===== config.mk =====
export PLATFORM = sky130hd
export DESIGN_NAME = urv_writeback
export DESIGN_NICKNAME = d
export VERILOG_FILES = /design/src/rtl/urv_writeback_pkg.sv /design/src/rtl/urv_writeback_load_align.sv /design/src/rtl/urv_writeback.sv
export SDC_FILE = /design/constraint.sdc
export NUM_CORES = 1
export LEC_CHECK = 0
export BUFFER_PORTS_ARGS = -buffer_cell sky130_fd_sc_hd__buf_2
export CORE_ASPECT_RATIO = 0.75
export CORE_MARGIN = 2
export CORE_UTILIZATION = 47
export CTS_BUF_LIST = sky130_fd_sc_hd__clkbuf_4 sky130_fd_sc_hd__clkbuf_8
export CTS_CLUSTER_DIAMETER = 50
export DETAILED_ROUTE_END_ITERATION = 8
export MAX_ROUTING_LAYER = met4
export PLACE_DENSITY = 0.84
export SYNTH_ARGS = -nofsm -noshare
export SYNTH_HDL_FRONTEND = slang
export SYNTH_SLANG_ARGS = --single-unit

===== constraint.sdc =====
create_clock -name clk_i -period 2.4 [get_ports clk_i]
set_clock_uncertainty 0.1 [all_clocks]
set_input_delay 0.24 -clock clk_i [delete_from_list [all_inputs] [get_ports clk_i]]
set_output_delay 0.24 -clock clk_i [all_outputs]
set_load 0.05 [all_outputs]

===== src/rtl/urv_writeback_pkg.sv =====
// Shared constants, FSM encoding and stage payload for the uRV writeback stage.
// Optional retired-instruction counter is enabled with KMKZ_WB_INSTRET_EN.
package urv_writeback_pkg;

  localparam int unsigned XLEN   = 32;
  localparam int unsigned RIDX_W = 5;
  localparam int unsigned FUN_W  = 3;
  localparam int unsigned CNT_W  = 64;

  localparam logic [FUN_W-1:0] KMKZ_LD_LB  = 3'b000;
  localparam logic [FUN_W-1:0] KMKZ_LD_LH  = 3'b001;
  localparam logic [FUN_W-1:0] KMKZ_LD_LW  = 3'b010;
  localparam logic [FUN_W-1:0] KMKZ_LD_LBU = 3'b100;
  localparam logic [FUN_W-1:0] KMKZ_LD_LHU = 3'b101;

  typedef enum logic {
    W_IDLE      = 1'b0,
    W_LOAD_WAIT = 1'b1
  } w_state_t;

  // Instruction held in the W stage
  typedef struct packed {
    logic              valid;
    logic              load;
    logic              rd_write;
    logic [RIDX_W-1:0] rd;
    logic [XLEN-1:0]   value;
    logic [FUN_W-1:0]  fun;
    logic [1:0]        addr;
  } wb_stage_t;

endpackage


===== src/rtl/urv_writeback_load_align.sv =====
// Load return alignment: byte/half select by address, then sign or zero extension.
module urv_wb_load_align
  import urv_writeback_pkg::*;
(
  input  logic [XLEN-1:0]  i_data,
  input  logic [FUN_W-1:0] i_fun,
  input  logic [1:0]       i_addr,
  output logic [XLEN-1:0]  o_value
);

  logic [XLEN-1:0] w_sh;

  assign w_sh = i_data >> {i_addr, 3'b000};

  // Undefined funct3 codes fall through to a full-word load
  always_comb begin
    o_value = i_data;
    case (i_fun)
      KMKZ_LD_LB:  o_value = {{24{w_sh[7]}}, w_sh[7:0]};
      KMKZ_LD_LBU: o_value = {24'd0, w_sh[7:0]};
      KMKZ_LD_LH:  o_value = {{16{w_sh[15]}}, w_sh[15:0]};
      KMKZ_LD_LHU: o_value = {16'd0, w_sh[15:0]};
      default:     o_value = i_data;
    endcase
  end

endmodule


===== src/rtl/urv_writeback.sv =====
// uRV W stage: registers X results, merges load returns, drives rd write and W->X bypass.
// Define KMKZ_WB_INSTRET_EN to add the 64-bit retired-instruction counter w_instret_o.
module urv_writeback
  import urv_writeback_pkg::*;
(
  input  logic              clk_i,
  input  logic              rst_i,
  input  logic              x_valid_i,
  input  logic [RIDX_W-1:0] x_rd_i,
  input  logic              x_rd_write_i,
  input  logic [XLEN-1:0]   x_rd_value_i,
  input  logic              x_load_i,
  input  logic [FUN_W-1:0]  x_fun_i,
  input  logic [1:0]        x_dm_addr_i,
  input  logic [XLEN-1:0]   dm_data_l_i,
  input  logic              dm_load_done_i,
  output logic              w_stall_req_o,
  output logic              w_valid_o,
  output logic [RIDX_W-1:0] w_rd_o,
  output logic [XLEN-1:0]   w_rd_value_o,
  output logic              w_rd_store_o,
  output logic              w_bypass_rd_write_o,
`ifdef KMKZ_WB_INSTRET_EN
  output logic [XLEN-1:0]   w_bypass_rd_value_o,
  output logic [CNT_W-1:0]  w_instret_o
`else
  output logic [XLEN-1:0]   w_bypass_rd_value_o
`endif
);

  w_state_t        r_state;
  w_state_t        w_state_next;
  wb_stage_t       r_stage;
  wb_stage_t       w_x_stage;
  logic [XLEN-1:0] w_aligned;
  logic            w_done;
  logic            w_x_is_load;

  urv_wb_load_align u_align (
    .i_data  (dm_data_l_i),
    .i_fun   (r_stage.fun),
    .i_addr  (r_stage.addr),
    .o_value (w_aligned)
  );

  always_comb begin
    w_x_stage          = '0;
    w_x_stage.valid    = x_valid_i;
    w_x_stage.load     = x_load_i;
    w_x_stage.rd_write = x_rd_write_i;
    w_x_stage.rd       = x_rd_i;
    w_x_stage.value    = x_rd_value_i;
    w_x_stage.fun      = x_fun_i;
    w_x_stage.addr     = x_dm_addr_i;
  end

  assign w_x_is_load   = x_valid_i & x_load_i;
  assign w_stall_req_o = (r_state == W_LOAD_WAIT) & ~dm_load_done_i;

  always_ff @(posedge clk_i or negedge rst_i) begin
    if (!rst_i) r_state <= W_IDLE;
    else        r_state <= w_state_next;
  end

  // A load completing in W lets the next instruction enter; stay put if it is also a load
  always_comb begin
    w_state_next = r_state;
    case (r_state)
      W_IDLE:      if (w_x_is_load) w_state_next = W_LOAD_WAIT;
      W_LOAD_WAIT: if (dm_load_done_i) w_state_next = w_x_is_load ? W_LOAD_WAIT : W_IDLE;
      default:     w_state_next = W_IDLE;
    endcase
  end

  always_ff @(posedge clk_i or negedge rst_i) begin
    if (!rst_i)              r_stage <= '0;
    else if (!w_stall_req_o) r_stage <= w_x_stage;
  end

  assign w_done = r_stage.valid &
                  (~r_stage.load | ((r_state == W_LOAD_WAIT) & dm_load_done_i));

  assign w_valid_o           = w_done;
  assign w_rd_o              = r_stage.rd;
  assign w_rd_value_o        = r_stage.load ? w_aligned : r_stage.value;
  assign w_rd_store_o        = w_done & r_stage.rd_write & (r_stage.rd != '0);
  assign w_bypass_rd_write_o = w_rd_store_o;
  assign w_bypass_rd_value_o = w_rd_value_o;

`ifdef KMKZ_WB_INSTRET_EN
  logic [CNT_W-1:0] r_instret;

  always_ff @(posedge clk_i or negedge rst_i) begin
    if (!rst_i)      r_instret <= '0;
    else if (w_done) r_instret <= r_instret + CNT_W'(1);
  end

  assign w_instret_o = r_instret;
`endif

endmodule

* After elaboration in Yosys (flattened, before gate mapping)
Cells that the tools add are included.
** Storage, ports and cells
- Register bits after elaboration :: 46
- Bits of input ports :: 80
- Memories kept :: 0
- ROM bits :: 0
- Latch bits :: 0
- RAM bits :: 0
- Output and inout bits :: 73
** Operators by class
- Shift-type cells :: 1
- Equality and inequality tests :: 3
- Multiply operators :: 0
- Reductions and logical operators :: 2
- Multiplexer cells :: 5
- Add/subtract/negate cells :: 0
- Order comparisons :: 0
- Bitwise operators :: 10
- Div/mod/pow operators :: 0
** Operators with widths (number)
- one-hot mux 32 bit (4 select lines) :: 1
- two-way mux 32 bit :: 1
- right shift 32 x 5 -> 16 bit :: 1
- AND 1 bit :: 6
- == test 3 bit (second input constant) :: 2
- nonzero test 5 bit :: 1
- == test 3 x 1 -> 1 bit (second input constant) :: 1
- zero test 3 bit :: 1
- inverter 1 bit :: 3
- two-way mux 1 bit :: 2
- one-hot mux 1 bit (2 select lines) :: 1
- OR 1 bit :: 1

* Longest topological paths before layout
Gate-level depths: netlist of the first run.
- Depth in word-level cells :: 5
- Gate-level depth with buffers :: 8
- Mapped depth without buffers :: 4

* Cells and area by module
From an unflattened synthesis of the first run, not the netlist that was laid out.
** Second synthesis, totals
- Cells, all modules :: 289
- Area total of the unflattened synthesis :: 3248.1 um2
** By module, submodules not included
- urv_writeback :: seq. area each 1151.1 um2, area an instance 2532.4 um2, cells each 178, instances 1
- urv_wb_load_align :: seq. area each 0.0 um2, area an instance 715.7 um2, cells each 111, instances 1

* Worst setup path after synthesis of the first run
Ideal clock, no wire load.
- Path kind :: flip-flop to output port
- Start :: reg r_stage[43] (netlist bit)
- End :: out w_rd_store_o
- Arrival :: 2.642 ns
- Setup slack :: -0.582 ns
- Stages on the path, launching flop included :: 5
- Path buffers :: 2
- Cell sequence :: dfrtp_1 buf_2 a21boi_0 o311a_1 buf_4
** Between the ends
- Word-level cells in the longest chain between the ends :: 5
** RTL lines
- from (decl) :: RTL line urv_writeback.sv:33 : wb_stage_t r_stage;
- from (signal assigned) :: RTL line urv_writeback.sv:77 : else if (!w_stall_req_o) r_stage <= w_x_stage;
- inverter 1 bit :: RTL line urv_writeback.sv:81 : (~r_stage.load | ((r_state == W_LOAD_WAIT) & dm_load_done_i));
- OR 1 bit :: RTL line urv_writeback.sv:81
- AND 1 bit :: RTL line urv_writeback.sv:80 : assign w_done = r_stage.valid &
- net w_valid_o :: RTL line urv_writeback.sv:18 : output logic w_valid_o,
- AND 1 bit (2 in series) :: RTL line urv_writeback.sv:86 : assign w_rd_store_o = w_done & r_stage.rd_write & (r_stage.rd != '0);
- to (decl) :: RTL line urv_writeback.sv:21 : output logic w_rd_store_o,
The timed path passes the listed nets, and every way through them passes these cells.

* Worst setup path in the final report of the first run
- Start :: reg r_stage[1] (netlist bit)
- End :: out w_bypass_rd_value_o[4]
** Between the ends
- Word-level cells in the longest chain between the ends :: 3
** RTL lines
- right shift 32 x 5 -> 16 bit :: RTL line urv_writeback_load_align.sv:13 : assign w_sh = i_data >> {i_addr, 3'b000};
- one-hot mux 32 bit (4 select lines) :: RTL line urv_writeback_load_align.sv:18 : case (i_fun)
- two-way mux 32 bit :: RTL line urv_writeback.sv:85 : assign w_rd_value_o = r_stage.load ? w_aligned : r_stage.value;
- to (decl) :: RTL line urv_writeback.sv:27 : output logic [XLEN-1:0] w_bypass_rd_value_o
No other way between the ends.

==> metrics.yaml, run 1 <==
drive_gt1_frac: 0.6088
gp_congestion: 0.8709
synth_warnings: 0
switching_share: 0.4572
ir_worst_vdd_uv: 379.1
hp-class: "in -> reg"
hold_path_depth: 3
crit_path_end_kind: "primary output"
period_needed_ns: 2.449
synth_cell_types: 33
leakagePower_nw: 1.991
netlist_instances: 314
antenna_found_initial: 0
syn_area_um2: 3010
worstPathMaxFanout: 10
syn_nets: 394
synth_area_per_cell_um2: 9.587
dp_cells: 497
cts_tree: "done"
path_class: "reg -> out"
drt-initial-drc-count: 159
fillers: 486
dr_total_vias: 2880
grt_usage: 0.2538
hold_viol: 0
cts-root-buf: "clkbuf_8"
final-setup-viol-count: 15
dpl.hpwl_mm: 6.653
p_per_area_nw_per_um2: 751.6
reg2reg_depth: 3
worst_slack_ns: -0.04900
pwr-share-comb: 0.526
io_pins: 153
start_util: 0.4812
stdcell_count: 513
slew_viol_final: 0
power_switching_mw: 1.443
grt_pass1_wl_mm: 13.25
cts.sinks: 46
violations: "setup timing"
grt-ovfl-total: 0
cp.arrival_ns: 2.11
clk_pin_slew_ns: 0.09
drt_wl_total_mm: 9.513
outcome: "finished with violations"
dieWidth_um: 96.41
min_period_over_period: 1.020
multiInputGateArea_um2: 1599
ys_seq_elements: 46
cts_made_buffers: 5
p_clk_frac: 0.188
final_core_util: 0.6714
die-area_um2: 7068
wl_per_cell_um: 18.54
grt_pass1_vias: 2717
ant_nets: 0
sequentialPowerShare: 0.286
htree_num_levels: 2
worst_pin_slew_ns: 0.4843
power.internal_mw: 1.714
worstSetupStartpointType: "register"
relSlewSlack: 0.6772
numPortBuffers: 152
routed_via_density: 5.614
core_area_um2: 6256
seq_area_frac_synth: 0.3824
clock_latency_ns: 0.29
firstDrtPassIters: 5
cts_buffer_depth: 2
die_h_um: 73.31
grt_max_degree: 30
rows: 25
rsz0062_at_grt: "true"
seqCellArea_um2: 1155
max_freq_ghz: 0.4083
antenna_cells: 0
required_ns: 2.06
finalNetCount: 511
syn_to_final_growth_pct: 39.53
drcViolationCount: 0
max-cap-violations: 0
[area by class of cell]
type,instances,share of cell area
clock buffers,6,0.01817
multi-input cells,190,0.3807
inverters,15,0.01340
clock inverters,2,0.008937
flip-flops and latches,46,0.2749
repair buffers,173,0.2797
well taps,81,0.02413
[cells in the mapped netlist]
| cell | instances | area, um^2 |
|---|---|---|
| a22oi_1 | 7 | 52.55 |
| nor3_1 | 1 | 5.000 |
| nor2b_1 | 2 | 12.51 |
| mux2_2 | 38 | 427.9 |
| nand2_1 | 37 | 138.9 |
| nor2_1 | 3 | 11.26 |
| o2bb2ai_1 | 7 | 61.31 |
| a21boi_0 | 1 | 7.510 |
| or3_1 | 1 | 6.260 |
| dfrtp_1 | 46 | 1151 |
| nor4_1 | 1 | 6.260 |
| nor4b_4 | 1 | 23.77 |
| nand2b_1 | 8 | 50.05 |
| a211oi_4 | 1 | 20.02 |
| buf_2 | 10 | 50.05 |
| nor3b_2 | 1 | 12.51 |
| a21oi_1 | 9 | 45.04 |
| mux2i_1 | 10 | 100.1 |
| inv_1 | 15 | 56.30 |
| o311a_1 | 1 | 10.01 |
| o21ai_0 | 21 | 105.1 |
| o22ai_1 | 7 | 43.79 |
| o221ai_2 | 1 | 15.01 |
| buf_6 | 1 | 11.26 |
| o221ai_1 | 13 | 113.9 |
| buf_4 | 39 | 292.8 |
| or3b_1 | 1 | 8.760 |
| mux2i_2 | 2 | 27.53 |
| clkbuf_1 | 11 | 41.29 |
| buf_1 | 2 | 7.510 |
| nor4b_2 | 1 | 15.01 |
| nand3b_1 | 2 | 15.01 |
| o21ai_1 | 13 | 65.06 |
[worst paths after layout]
| kind | startpoint | endpoint | slack, ns |
|---|---|---|---|
| setup / recovery | r_stage[1] | w_bypass_rd_value_o[4] | -0.05 |
| hold / removal | x_rd_value_i[2] | r_stage[7] | 0.04 |
| setup reg to reg | r_state | r_stage[1] | 0.72 |
| hold reg to reg | r_stage[29] | r_stage[29] | 0.41 |
| max in group asynchronous | rst_i | r_stage[1] | 1.36 |
| min in group asynchronous | rst_i | r_stage[11] | 0.28 |
[through the flow]
stage | hold WS [ns] | cell area [um^2] | setup slack [ns] | total power, mW | TNS [ns]
2_1_floorplan | -0.1556 | 3059 | -0.2781 | 2.090 | -4.351
3_3_place_gp | 0.07405 | 3620 | -0.05241 | 2.289 | -0.5185
3_5_place_dp | 0.07640 | 3620 | -0.1728 | 2.312 | -2.489
4_1_cts | 0.03312 | 3880 | -0.03235 | 2.974 | -0.1267
5_1_grt | 0.05670 | 4200 | -0.06087 | 3.278 | -1.656
6_report | 0.03963 | 4200 | -0.04900 | 3.157 | -0.1330
[registers in the layout (all words and copies together), names as in the netlist]
| name | count |
|---|---|
| r_stage | 40 |
| r_state | 1 |
| w_rd_o | 5 |
[cells in the final DEF, fill, tap and decap left out, types with 2 or more instances in the layout]
cell       count
mux2i_1        9
nand2_1       36
nand3b_1       2
buf_4         35
o221ai_2       7
dfrtp_1       43
o21ai_1        5
o2bb2ai_1      7
o22ai_1        7
nor2b_1        2
dfrtp_2        3
nor2_1         2
inv_1         15
o221ai_1       6
mux2_2        38
buf_6         33
a22oi_1        6
clkbuf_4       5
nor4b_4        2
o21ai_0       17
nand2b_1       7
buf_2        100
o21ai_2       12
clkbuf_8       5
mux2i_4        2
a21oi_2        8
[power by group through the flow]
stage | logic [mW] | registers [mW] | clock network (mW)
after floorplan | 1.20 | 0.889 | 0
after global placement | 1.39 | 0.902 | 0
after detailed placement | 1.40 | 0.907 | 0
after CTS | 1.48 | 0.895 | 0.601
after global routing | 1.73 | 0.909 | 0.636
final | 1.66 | 0.901 | 0.594
[what timing repair did]
item / 4_1_cts / 5_1_grt
cloned: 0 / 1
gates resized for setup: 32 / 110
pin swaps: 2 / 4
setup buffers: 5 / 1
setup endpoints to repair: 50 / 62
hold buffers: 1 / 0
endpoints found under the hold margin: 14 / 0
[layer usage]
| layer | global-route usage | part of all wire | vias to the layer above |
|---|---|---|---|
| li1 | - | - | 1312 |
| met1 | 0.3440 | 0.41 | 1383 |
| met2 | 0.4035 | 0.48 | 168 |
| met3 | 0.04103 | 0.082 | 17 |
| met4 | 0.05947 | 0.020 | 0 |
| met5 | - | 0 | - |
[kinds of logic (layout without fill, tap and decap cells)]
group,Yosys count,in the layout,share of synthesized area
AOI/OAI and AO/OA,81,81,0.1791
buffers and inverters,78,196,0.1525
and+or+nand+nor,59,59,0.1014
muxes,50,50,0.1845
DFF,46,46,0.3824
[worst max-delay path: stages (launching register included)]
cell and delay (ns):
dfrtp_2 0.50, buf_4 0.26, mux2i_1 0.30, a22oi_1 0.14, o221ai_1 0.27, o21ai_2 0.13, clkbuf_4 0.23
No activity file was read; power rests on OpenSTA's default activity.
==> inputs of run 2 (changes only) <==
Settings changed: MAX_ROUTING_LAYER met4 to not set.
==> run 2 against run 1 <==
Against the previous run: the flow still finishes with violations (setup timing); setup slack better by 0.021 ns; sequential share of layout area stayed put; cell count unchanged; power is essentially flat; register-to-register slack barely moved; via count fell by 0.38%; die area is the same; maximum frequency rose by 0.87%; design area unchanged; largest cell class unchanged.
==> metrics.yaml, run 2 (synthesis results as in run 1) <==
required_ns: 2.06  # about the same
drt_wl_total_mm: 9.475  # -0.40%
antenna_found_initial: 0  # unchanged
largest_register_ffs: 40  # unchanged
die-area_um2: 7068  # unchanged
multiInputGateArea_um2: 1599  # unchanged
worst_slack_ns: -0.02797  # +0.02103 ns
relSlewSlack: 0.6755  # -0.001702
outcome: "finished with violations"
worstPathMaxFanout: 10  # unchanged
crit_path_end_kind: "primary output"
cts_buffer_depth: 2  # unchanged
slew_viol_final: 0  # unchanged
drt-initial-drc-count: 155  # -2.5%
mostFrequentLayoutCell: "buf_2"
grt_usage: 0.2467  # -0.007116
ant_nets: 0  # unchanged
cts_made_buffers: 5  # unchanged
slowest_delay_ns: 0.49  # about the same
dr_total_vias: 2869  # -0.38%
antenna_cells: 0  # unchanged
violations: "setup timing"
dieWidth_um: 96.41  # unchanged
period_needed_ns: 2.428  # -0.02103 ns
rsz0062_at_grt: "true"
path_buf_inv: 2  # unchanged
clk_pin_slew_ns: 0.09  # about the same
syn_to_final_growth_pct: 39.53  # unchanged
power.total_mw: 3.156  # about the same
place_ws_ns: -0.1728  # unchanged
min_period_over_period: 1.012  # -0.008763
p_per_area_nw_per_um2: 751.5  # about the same
die_h_um: 73.31  # unchanged
grt-ovfl-total: 0  # unchanged
crit_path_top_delay_cell: "dfrtp_2"
drcViolationCount: 0  # unchanged
final-setup-viol-count: 2  # -13
drive_gt1_frac: 0.6088  # unchanged
cp.arrival_ns: 2.09  # -0.02 ns
cts.sinks: 46  # unchanged
ir_worst_vdd_uv: 378.3  # -0.21%
leakagePower_nw: 1.991  # unchanged
start_util: 0.4812  # unchanged
final_cell_mix: "buf_2 (100), dfrtp_1 (43), mux2_2 (38), nand2_1 (36), buf_4 (35)"
worst_pin_slew_ns: 0.4868  # +0.002552 ns
core_area_um2: 6256  # unchanged
crit_chain: "buf_4 -> mux2i_1 -> a22oi_1 -> o221ai_1 -> o21ai_2 -> clkbuf_4"
cts_tree: "done"
hp-class: "in -> reg"
routed_via_density: 5.593  # -0.38%
rows: 25  # unchanged
top_register: "r_stage"
finalNetCount: 511  # unchanged
wl_per_cell_um: 18.47  # -0.40%
cp_top_family: "compound AO/OA/AOI/OAI gates"
max-cap-violations: 0  # unchanged
gp_congestion: 0.8571  # -1.6%
hold_viol: 0  # unchanged
path_class: "reg -> out"
firstDrtPassIters: 5  # unchanged
max_freq_ghz: 0.4119  # +0.87%
dpl.hpwl_mm: 6.653  # unchanged
numPortBuffers: 152  # unchanged
seqCellArea_um2: 1155  # unchanged
clock_latency_ns: 0.29  # about the same
io_pins: 153  # unchanged
fillers: 486  # unchanged
grt_max_degree: 30  # unchanged
grt_pass1_wl_mm: 13.25  # about the same
worstSetupStartpointType: "register"
htree_num_levels: 2  # unchanged
cts-root-buf: "clkbuf_8"
grt_pass1_vias: 2713  # -0.15%
run 2: cell counts in the layout (fill, tap and decap cells not counted):
Identical to the previous run, type by type.
run 2: path summary, 6_finish.rpt:
kind	startpoint	end	slack, ns	cells after the start
min	x_rd_value_i[2]	r_stage[7]	0.04	3
max reg2reg	r_state	r_stage[36]	0.73	3
max	r_stage[1]	w_bypass_rd_value_o[4]	-0.03	6
min reg2reg	r_stage[29]	r_stage[29]	0.41	1
min in group asynchronous	rst_i	r_stage[11]	0.28	2
max in group asynchronous	rst_i	r_stage[1]	1.36	3
run 2: timing repair:
action / CTS / global route
endpoints found under the setup margin: 50 / 62
resized for setup: 32 / 110
hold buffers: 1 / 0
gates cloned: 0 / 1
hold endpoints to repair: 14 / 0
buffers inserted: 5 / 1
pin swaps: 2 / 4
run 2: metrics by stage:
stage	hold slack, ns	util	setup TNS [ns]	area, um^2	instances
3_5_place_dp	0.07640	0.5786	-2.489	3620	497
5_1_grt	0.05670	0.6714	-1.682	4200	513
3_3_place_gp	0.07405	0.5786	-0.5185	3620	497
4_1_cts	0.03312	0.6202	-0.1267	3880	511
6_report	0.03989	0.6714	-0.05535	4200	513
2_1_floorplan	-0.1556	-	-4.351	3059	314
run 2: layout make-up:
class	count	area share
multi-input combinational	190	0.3807
timing repair buffer	173	0.2797
sequential	46	0.2749
inverter	15	0.01340
clock buffer	6	0.01817
tap	81	0.02413
clock inverter	2	0.008937
run 2: routing by layer:
layer / track usage / part of all wire
met3: 0.05538 / 0.092
met4: 0.05947 / 0.021
met2: 0.4035 / 0.49
met5: 0 / 0
met1: 0.3355 / 0.40
run 2: worst min-delay path, cell delays in order:
cell     delay, ns
buf_2         0.07
nand2_1       0.03
o21ai_0       0.05
run 2: report_power, final:
group | switching, mW | total (mW) | internal (mW)
logic | 1.11 | 1.66 | 0.546
clock network | 0.273 | 0.595 | 0.322
registers | 0.0550 | 0.901 | 0.846
==> inputs of run 3 (changes only) <==
Settings changed: ABC_AREA set to 1, ABC_CLOCK_PERIOD_IN_PS set to 2400, CORE_UTILIZATION 47 to 50, PLACE_DENSITY 0.84 to 0.86.
==> run 3 against run 2 <==
Against the previous run: the run now ends clean; design area up 2.4%; via count rose by 26%; utilization fell by 3.5 points; synthesized cell count rose by 65%; routed wire length up 2.5%; clock power up 3%; register-to-register slack better by 0.27 ns; area after synthesis increased by 16%; global-route usage is 0.60 points higher; hold slack worse by 0.019 ns; first-iteration DRC count increased by 90%; sequential share of layout area shrank 0.63 points; critical endpoint is now w_bypass_rd_value_o[6].
==> metrics.yaml, run 3 <==
synth-compound-area-share: 0.1191  # -0.06007
clock_latency_ns: 0.30  # about the same
synth.most_common_cell: "nand2_1"
synth_xor_area_frac: 0  # unchanged
grt_pass1_vias: 3276  # +21%
stdcell_area_um2: 4303  # +2.4%
synth_top_family_by_area: "simple AND/OR/NAND/NOR gates"
final-setup-viol-count: 0  # -2
synth.top_cell.area_share: 0.3309  # -0.05144
dp_cells: 699  # +41%
required_ns: 2.06  # about the same
outcome: "completed"
synthArstFlopShare: 1.000  # unchanged
numPortBuffers: 152  # unchanged
leakagePower_nw: 2.552  # +28%
worstSetupStartpointType: "register"
synth-simple-area-share: 0.3417  # +0.2403
crit_path_end_kind: "primary output"
firstDrtPassIters: 5  # unchanged
place_area_um2: 4001  # +11%
dr_total_vias: 3603  # +26%
die-area_um2: 7647  # +8.2%
max-cap-violations: 0  # unchanged
cts_buffer_depth: 2  # unchanged
mostFrequentLayoutCell: "nand2_1"
grt_max_degree: 52  # +73%
grt_usage: 0.2528  # +0.006046
drt-initial-drc-count: 295  # +90%
synth_flop_cell: "dfrtp_1"
ir_worst_vdd_uv: 408.7  # +8.0%
grt_pass1_wl_mm: 15.57  # +18%
hp-class: "in -> reg"
top_register: "r_stage"
max_freq_ghz: 0.4453  # +8.1%
rows: 26  # +4.0%
clk_pin_slew_ns: 0.09  # about the same
worst_pin_slew_ns: 0.5180  # +0.03116 ns
dieWidth_um: 100.3  # +4.0%
cp.arrival_ns: 1.91  # -0.18 ns
rsz0062_at_grt: "false"
ys_seq_elements: 46  # unchanged
yosys-top-cells-count: "nand2_1 (198), inv_1 (69), dfrtp_1 (46)"
routed_via_density: 5.039  # -9.9%
cts-root-buf: "clkbuf_8"
drt_wl_total_mm: 9.708  # +2.5%
syn_area_um2: 3478  # +16%
stdcell_count: 715  # +39%
drive_gt1_frac: 0.3502  # -0.2586
worstPathMaxFanout: 15  # +5
cts.sinks: 46  # unchanged
gp_congestion: 0.8766  # +2.3%
grt-ovfl-total: 0  # unchanged
core_area_um2: 6766  # +8.2%
hold_viol: 0  # unchanged
syn_nets: 598  # +52%
min_period_over_period: 0.9358  # -0.07588
dpl.hpwl_mm: 7.146  # +7.4%
synth_warnings: 0  # unchanged
start_util: 0.5141  # +0.03285
htree_num_levels: 2  # unchanged
synth_cell_types: 26  # -21%
cts_made_buffers: 5  # unchanged
period_needed_ns: 2.246  # -0.1821 ns
p_per_area_nw_per_um2: 728.9  # -3.0%
finalSetupTns_ns: 0  # +0.05535 ns
slew_viol_final: 0  # unchanged
ant_nets: 0  # unchanged
wl_per_cell_um: 13.58  # -26%
die_h_um: 76.23  # +4.0%
synth_area_leaders: "dfrtp_1 (33%), nand2_1 (21%), buf_4 (8.8%), inv_1 (7.4%), nand3_2 (6.6%)"
synth-edff-count: 0  # unchanged
largest_register_ffs: 40  # unchanged
io_pins: 153  # unchanged
final_cell_mix: "nand2_1 (198), buf_2 (127), inv_1 (68), dfrtp_1 (42), a21oi_1 (34)"
relSlewSlack: 0.6547  # -0.02077
drcViolationCount: 0  # unchanged
syn_to_final_growth_pct: 23.71
antenna_found_initial: 0  # unchanged
finalNetCount: 710  # +39%
synth_mux_area_frac: 0  # -0.1845
seq_area_frac_synth: 0.3309  # -0.05144
synth_area_per_cell_um2: 6.715  # -30%
antenna_cells: 0  # unchanged
path_class: "reg -> out"
netlist_instances: 518  # +65%
synth_area_leader_cell: "dfrtp_1"
synth_adder_area_share: 0  # unchanged
cts_tree: "done"
-- run 3: cell count changes after synthesis, moves of 5 or more --
cell	previous run	this run
mux2i_1	10	0
mux2_2	38	0
a22oi_1	7	1
nand2b_1	8	0
a21oi_1	9	35
inv_1	15	69
o22ai_1	7	0
nand2_1	37	198
o221ai_1	13	0
buf_2	10	5
nand3_1	0	19
o2bb2ai_1	7	0
o21ai_0	21	32
nand3_2	0	23
-- run 3: layer usage --
layer | part of all wire | routed length [um] | GRT usage | vias to the layer above
met4 | 0.015 | 142 | 0.06986 | 0
met2 | 0.45 | 4358 | 0.3966 | 185
met1 | 0.45 | 4324 | 0.3605 | 1614
met3 | 0.091 | 883 | 0.04312 | 14
li1 | - | - | - | 1790
met5 | 0 | 0 | 0 | -
-- run 3: logic make-up (layout without fill, tap and decap cells) --
logic type             after synthesis  count (layout)
AOI/OAI and AO/OA                   82              82
buffers and inverters              138             248
and+or+nand+nor                    252             255
DFF                                 46              46
-- run 3: worst max-delay path, stage by stage (launching register included) --
cell and delay, ns:
dfrtp_1 0.43, buf_4 0.21, inv_2 0.19, o21ai_2 0.15, a21oi_1 0.15, nand2_1 0.07, o21ai_1 0.12, clkbuf_4 0.27
-- run 3: layout make-up --
| type | instances | area (um^2) |
|---|---|---|
| Tap cell | 84 | 105.1 |
| Fill cell | 660 | 2464 |
| Inverter | 73 | 284.0 |
| Timing Repair Buffer | 167 | 963.4 |
| Sequential cell | 46 | 1156 |
| Clock inverter | 1 | 30.03 |
| Multi-Input combinational cell | 337 | 1680 |
| Clock buffer | 7 | 83.83 |
-- run 3: path summary, 6_finish.rpt --
check,from,endpoint,slack [ns],cells past startpoint
worst max-delay path,r_stage[3],w_bypass_rd_value_o[6],0.15,7
worst min-delay path,x_rd_value_i[10],r_stage[15],0.02,3
worst max register to register,r_state,r_stage[26],1.00,6
worst min register to register,r_stage[18],r_stage[18],0.38,2
max in group asynchronous,rst_i,r_stage[43],1.19,3
min in group asynchronous,rst_i,r_stage[8],0.21,2
-- run 3: through the flow --
| stage | setup WS, ns | utilization | hold slack, ns | total power, mW |
|---|---|---|---|---|
| 6_report | 0.1542 | 0.6359 | 0.02054 | 3.136 |
| 5_1_grt | 0.04034 | 0.6359 | 0.03999 | 3.294 |
| 4_1_cts | 0.01233 | 0.6130 | 0.02255 | 3.074 |
| 3_5_place_dp | 0.2037 | 0.5913 | -0.001732 | 2.459 |
| 3_3_place_gp | 0.2766 | 0.5913 | -0.003518 | 2.445 |
| 2_1_floorplan | 0.06200 | - | -0.1556 | 2.227 |
-- run 3: power by group --
| group | switching [mW] | internal [mW] | total [mW] |
|---|---|---|---|
| Combinational | 1.21 | 0.419 | 1.62 |
| Clock | 0.278 | 0.335 | 0.613 |
| Sequential | 0.0513 | 0.848 | 0.899 |
-- run 3: repair_timing --
action                                  4_1_cts  5_1_grt
endpoints found under the setup margin       56       62
buffers inserted                              0        4
gates resized for setup                       4       32
endpoints found under the hold margin         7        0
hold buffers                                  1        0
pin swaps                                     1        4
gates cloned                                  1        2
